**src/rtl/cic_decimator.sv**
```systemverilog
// N-stage CIC decimator: gated integrators, power-of-two phase counter,
// M-delay comb pipeline with a travelling valid bit, floor-truncated output.
module cic_decimator #(
   parameter int IN_WIDTH   = 8,
   parameter int OUT_WIDTH  = 8,
   parameter int STAGES     = 4,
   parameter int RATE       = 16,
   parameter int DIFF_DELAY = 1
) (
   input  logic                 clock,
   input  logic                 reset,
   input  logic                 in_valid,
   input  logic [IN_WIDTH-1:0]  x_in,
   output logic                 out_valid,
   output logic [OUT_WIDTH-1:0] y_out
);

   localparam int PW    = $clog2(RATE);
   localparam int W     = IN_WIDTH + STAGES * $clog2(RATE * DIFF_DELAY);
   localparam int SHIFT = W - OUT_WIDTH;

   logic [W-1:0]  acc      [STAGES];
   logic [PW-1:0] phase;
   logic          capture;

   logic [W-1:0]  comb_in  [STAGES];
   logic          comb_v   [STAGES];
   logic [W-1:0]  dly      [STAGES][DIFF_DELAY];
   logic [W-1:0]  comb_out [STAGES];

   logic [W-1:0]        x_ext;
   logic signed [W-1:0] comb_last;

   assign x_ext     = {{(W - IN_WIDTH){x_in[IN_WIDTH-1]}}, x_in};
   assign comb_last = comb_out[STAGES-1];

   always_comb begin
      for (int unsigned j = 0; j < STAGES; j++) begin
         comb_out[j] = comb_in[j] - dly[j][DIFF_DELAY-1];
      end
   end

   always_ff @(posedge clock) begin
      if (reset) begin
         for (int unsigned k = 0; k < STAGES; k++) begin
            acc[k]     <= '0;
            comb_in[k] <= '0;
            comb_v[k]  <= 1'b0;
            for (int unsigned i = 0; i < DIFF_DELAY; i++) begin
               dly[k][i] <= '0;
            end
         end
         phase     <= '0;
         capture   <= 1'b0;
         out_valid <= 1'b0;
         y_out     <= '0;
      end else begin
         // Integrators read pre-edge values, so the chain adds N-1 sample delays.
         if (in_valid) begin
            acc[0] <= acc[0] + x_ext;
            for (int unsigned k = 1; k < STAGES; k++) begin
               acc[k] <= acc[k] + acc[k-1];
            end
            phase <= phase + PW'(1);
         end
         capture <= in_valid && (phase == PW'(RATE - 1));

         comb_v[0] <= capture;
         if (capture) begin
            comb_in[0] <= acc[STAGES-1];
         end
         for (int unsigned j = 1; j < STAGES; j++) begin
            comb_v[j] <= comb_v[j-1];
            if (comb_v[j-1]) begin
               comb_in[j] <= comb_out[j-1];
            end
         end

         for (int unsigned j = 0; j < STAGES; j++) begin
            if (comb_v[j]) begin
               dly[j][0] <= comb_in[j];
               for (int unsigned i = 1; i < DIFF_DELAY; i++) begin
                  dly[j][i] <= dly[j][i-1];
               end
            end
         end

         out_valid <= comb_v[STAGES-1];
         if (comb_v[STAGES-1]) begin
            y_out <= OUT_WIDTH'(comb_last >>> SHIFT);
         end
      end
   end

endmodule

```
**config.mk**
```make
export PLATFORM = sky130hd
export DESIGN_NAME = cic_decimator
export DESIGN_NICKNAME = d
export VERILOG_FILES = /design/src/rtl/cic_decimator.sv
export SDC_FILE = /design/constraint.sdc
export NUM_CORES = 1
export LEC_CHECK = 0
export CAP_MARGIN = 20
export CORE_UTILIZATION = 63
export CTS_BUF_LIST = sky130_fd_sc_hd__clkbuf_4 sky130_fd_sc_hd__clkbuf_8
export DETAILED_ROUTE_END_ITERATION = 10
export PLACE_DENSITY = 0.8
export SLEW_MARGIN = 0
export SYNTH_ARGS = -nofsm -noshare
export SYNTH_HDL_FRONTEND = slang
export SYNTH_SLANG_ARGS = --single-unit
```
**constraint.sdc**
```tcl
create_clock -name clock -period 3.3 [get_ports clock]
set_clock_uncertainty 0.1 [all_clocks]
set_input_delay 0.495 -clock clock [delete_from_list [all_inputs] [get_ports clock]]
set_output_delay 0.495 -clock clock [all_outputs]
set_load 0.05 [all_outputs]
```
-- Yosys cells after proc, flatten, opt, wreduce, memory -nomap -nowiden
Memories as Yosys holds them, arrays and structs flattened.
Cells that the tools add are included.
- register bits: 14
- bits in writable memories: 292
- input port bits: 11
- output and inout port bits: 9
- logic and storage cells: 72
- memories kept: 4
- $add $sub $neg: 9
- equal/unequal tests: 1
- muxes and demuxes: 37
- bitwise logic cells: 16
- reduce and logical (&&, ||, !) cells: 1
- memories (name ; depth ; bits a word ; rd ports ; clocked after memory_dff ; wr ports ; RTL line ; source):
    acc ; 4 ; 24 ; 4 ; 0 ; 4 ; 22 ; logic [W-1:0] acc [STAGES];
    comb_in ; 4 ; 24 ; 4 ; 0 ; 4 ; 26 ; logic [W-1:0] comb_in [STAGES];
    dly ; 4 ; 24 ; 4 ; 0 ; 4 ; 28 ; logic [W-1:0] dly [STAGES][DIFF_DELAY];
    comb_v ; 4 ; 1 ; 4 ; 0 ; 4 ; 27 ; logic comb_v [STAGES];
- operators by type and width (kind ; number):
    24-bit 2-to-1 mux ; 12
    24-bit adder ; 4
    24-bit subtractor ; 4
    1-bit 2-to-1 mux ; 25
    1-bit OR ; 16
    4-bit by 1-bit adder with 4-bit output, second input constant ; 1
    4-bit == test, second input constant ; 1
    1-bit logical AND ; 1

-- Logic depth before layout (Yosys ltp)
- word-level depth: 4
- gate-level depth with buffers: 11
- mapped depth without buffers: 11

-- Least setup slack after synthesis
No wires, ideal clock.
- path kind: register to register
- start: memory acc[1][0] (netlist bit)
- end: memory acc[1][22] (netlist bit), data pin
- setup time: 269 ps
- arrival time: 2530 ps
- required time: 2931 ps
- slack: 401 ps
- stages on the path, launching flop included: 11
- path buffers: 0
- clock period less this slack: 2899 ps
- cells stage by stage: edfxtp_1 -> ha_1 -> fa_1 -> a21o_1 -> a21oi_2 -> o21bai_1 -> a21o_1 -> a221o_1 -> a2111oi_2 -> or3_1 -> a21oi_1
- RTL lines (item ; RTL line):
    start: declaration ; 22

==> reports/metrics.cfg <==
[outcome]
outcome = complete, no violations

[sta]
fin_ws_ps = 123
setup_tns_ps = 0
min_period_ps = 3180
setup_viol = 0
maxSlewViolCount = 0
max_freq_mhz = 315
max_slew_margin_pct = 49.7
hold-worst-slack_ps = 362
hold_violations = 0
finalCritPeriodShare_pct = 96.3
worst_slew_pin_slew_ps = 735
rsz0062_at_grt = no

[pwr]
vdd_drop_max_mv = 0.403
p_total_mw = 10.7
power.leakage_nw = 9.68
power.density_nw_per_um2 = 485

[yosys]
syn-mean-instance-area_um2 = 10.1
synth_top_area_share_pct = 43.0
synth_edf_count = 288
ys_async_sr_fraction_pct = 0
yosys.area.top_type = edfxtp_1
ys_seq_elements = 306
yosys_warnings = 0
synthFlopType = edfxtp_1
seq_area_frac_synth_pct = 44.8
ys_top_cells_by_area = edfxtp_1 (43%), ha_1 (11%), and2_1 (4.0%)
syn-cell-area_um2 = 20100
yosysUniqueCellTypes = 73
syn_inst = 2000
syn_nets = 2202

[finish]
syn_to_final_growth_pct = 9.70
fin_nets = 2255
fin_area_um2 = 22100
diodes = 0
layout_common_cells = edfxtp_1 (288), nor2_1 (203), ha_1 (184), inv_1 (137), a21oi_1 (133)
fillCellCount = 2311
post-route-util_pct = 70.1
drive_gt1_share_pct = 7.11
stdcell_count = 2499
final_common_cell = edfxtp_1

[clock_network]
clock_path_buffers = 3
numCtsBuffers = 52
clk_pin_slew_ps = 70
root_buffer = clkbuf_8
clk_latency_ps = 610
cts_resized = 0
cts_sinks = 306
hold_buffers = 0
htree_levels = 2
postCtsSetupRepairBufs = 0
cts_tree = done

[route]
totalWireLength_um = 42400
wl_per_cell_um = 17.0
viasPerCell = 6.02
final_antenna_net_count = 0
route.vias.total = 15049
drt_first_pass_iters = 5
drc = 0
drt_iter0_markers = 1078

[global_route]
grt_use_met1_pct = 32.8
overflow = 0
grt.busiest_layer = met2
grt_pass1_vias = 15056
track_usage_pct = 26.6
use_met2_pct = 47.9
grt_start_max_net_pins = 49
antenna_found_initial = 0
met3_usage_pct = 3.27
grt_pass1_wl_um = 71500

[floorplanning]
ios = 20
initial_core_util_pct = 63.9
die_area_um2 = 32600
fp.dieW_um = 181
num_rows = 65
core_um2 = 31500
die_h_um = 181

[worst_setup_path]
path_cells = ha_1, fa_2, a21o_1, a21oi_2, o21bai_1, a21o_1, a221o_2, a2111oi_4, or3_1, a21oi_1
crit_required_ps = 3550
cp_max_fo = 4
cp-end-kind = flop
start_kind = flop
worstSetupPathType = flop to flop
crit_arrival_ps = 3430
crit_top_cell = a21o_1
slowest_stage = a221o_2
slowest_delay_ps = 450

[place]
dp_cells = 2400
place.port_buffers = 19
dpl_cell_area_um2 = 20900
place_hpwl_um = 30900
place_ws_ps = -101
gp_congestion = 0.896

[hold_path]
hold_path.class = flop to flop

[flow_run]
maxCapViolCount = 0

## area by class of cell
class	instances	area, µm²	area share (%)
Clock buffer	61	783	3.55
Timing Repair Buffer	57	513	2.33
Multi-Input combinational cell	1499	10400	47.2
Clock inverter	37	337	1.53
Inverter	137	514	2.33
Sequential cell	306	9010	40.8
Tap cell	402	503	2.28
## where the power goes
group	switching [mW]	internal (mW)
clock network	1.63	2.07
registers	0.183	4.51
logic	1.33	0.966
total	3.15	7.54
## worst max-delay path, delay by kind of cell (launching register included)
| kind | cells | cell delay, ps |
|---|---|---|
| flops | 1 | 430 |
| simple gates | 1 | 150 |
| fa+ha+maj | 2 | 630 |
| compound gates | 7 | 1600 |
## per-layer routing
metal / up-vias / routed length, µm
met5: - / 0
met4: 0 / 1380
met3: 119 / 1590
met2: 326 / 21300
met1: 7190 / 18200
li1: 7414 / -
## kinds of logic after synthesis
| family | count (synthesis) | synth area share, % |
|---|---|---|
| xor+xnor | 136 | 5.92 |
| compound gates | 526 | 17.3 |
| buf+inv | 195 | 3.66 |
| flops | 306 | 44.8 |
| mux | 4 | 0.205 |
| fa+ha+maj | 191 | 12.1 |
| simple gates | 642 | 15.9 |
## cell usage after synthesis (10+ instances only)
cell type and n:
nand4_1 19, o21bai_1 16, ha_1 184, a21o_1 106, and3_1 21, and2_1 129, dfxtp_1 18, nor3b_1 10
a211oi_1 13, xnor2_1 60, nor2b_1 28, nand2_1 95, edfxtp_1 288, a21oi_1 134, nor2_1 203, o21a_1 28
nand3_1 41, nand2b_1 25, a31oi_1 24, o21ai_0 95, xor2_1 76, o31ai_1 11, clkbuf_1 49, inv_1 137
nor3_1 41
## registers in the layout, summed over array words and instances, names as in the netlist
name	flops
dly	96
capture	1
out_valid	1
y_out	8
comb_in	96
phase	4
comb_v	4
acc	96
## path summary, 6_finish.rpt
kind,startpoint,end,slack (ps),depth (start not counted)
hold reg to reg,y_out[0],y_out[0],360,2
setup / recovery,acc[1][0],acc[1][22],120,10
hold / removal,y_out[0],y_out[0],360,2
setup reg to reg,acc[1][0],acc[1][22],120,10
No activity file was read; power rests on OpenSTA's default activity.
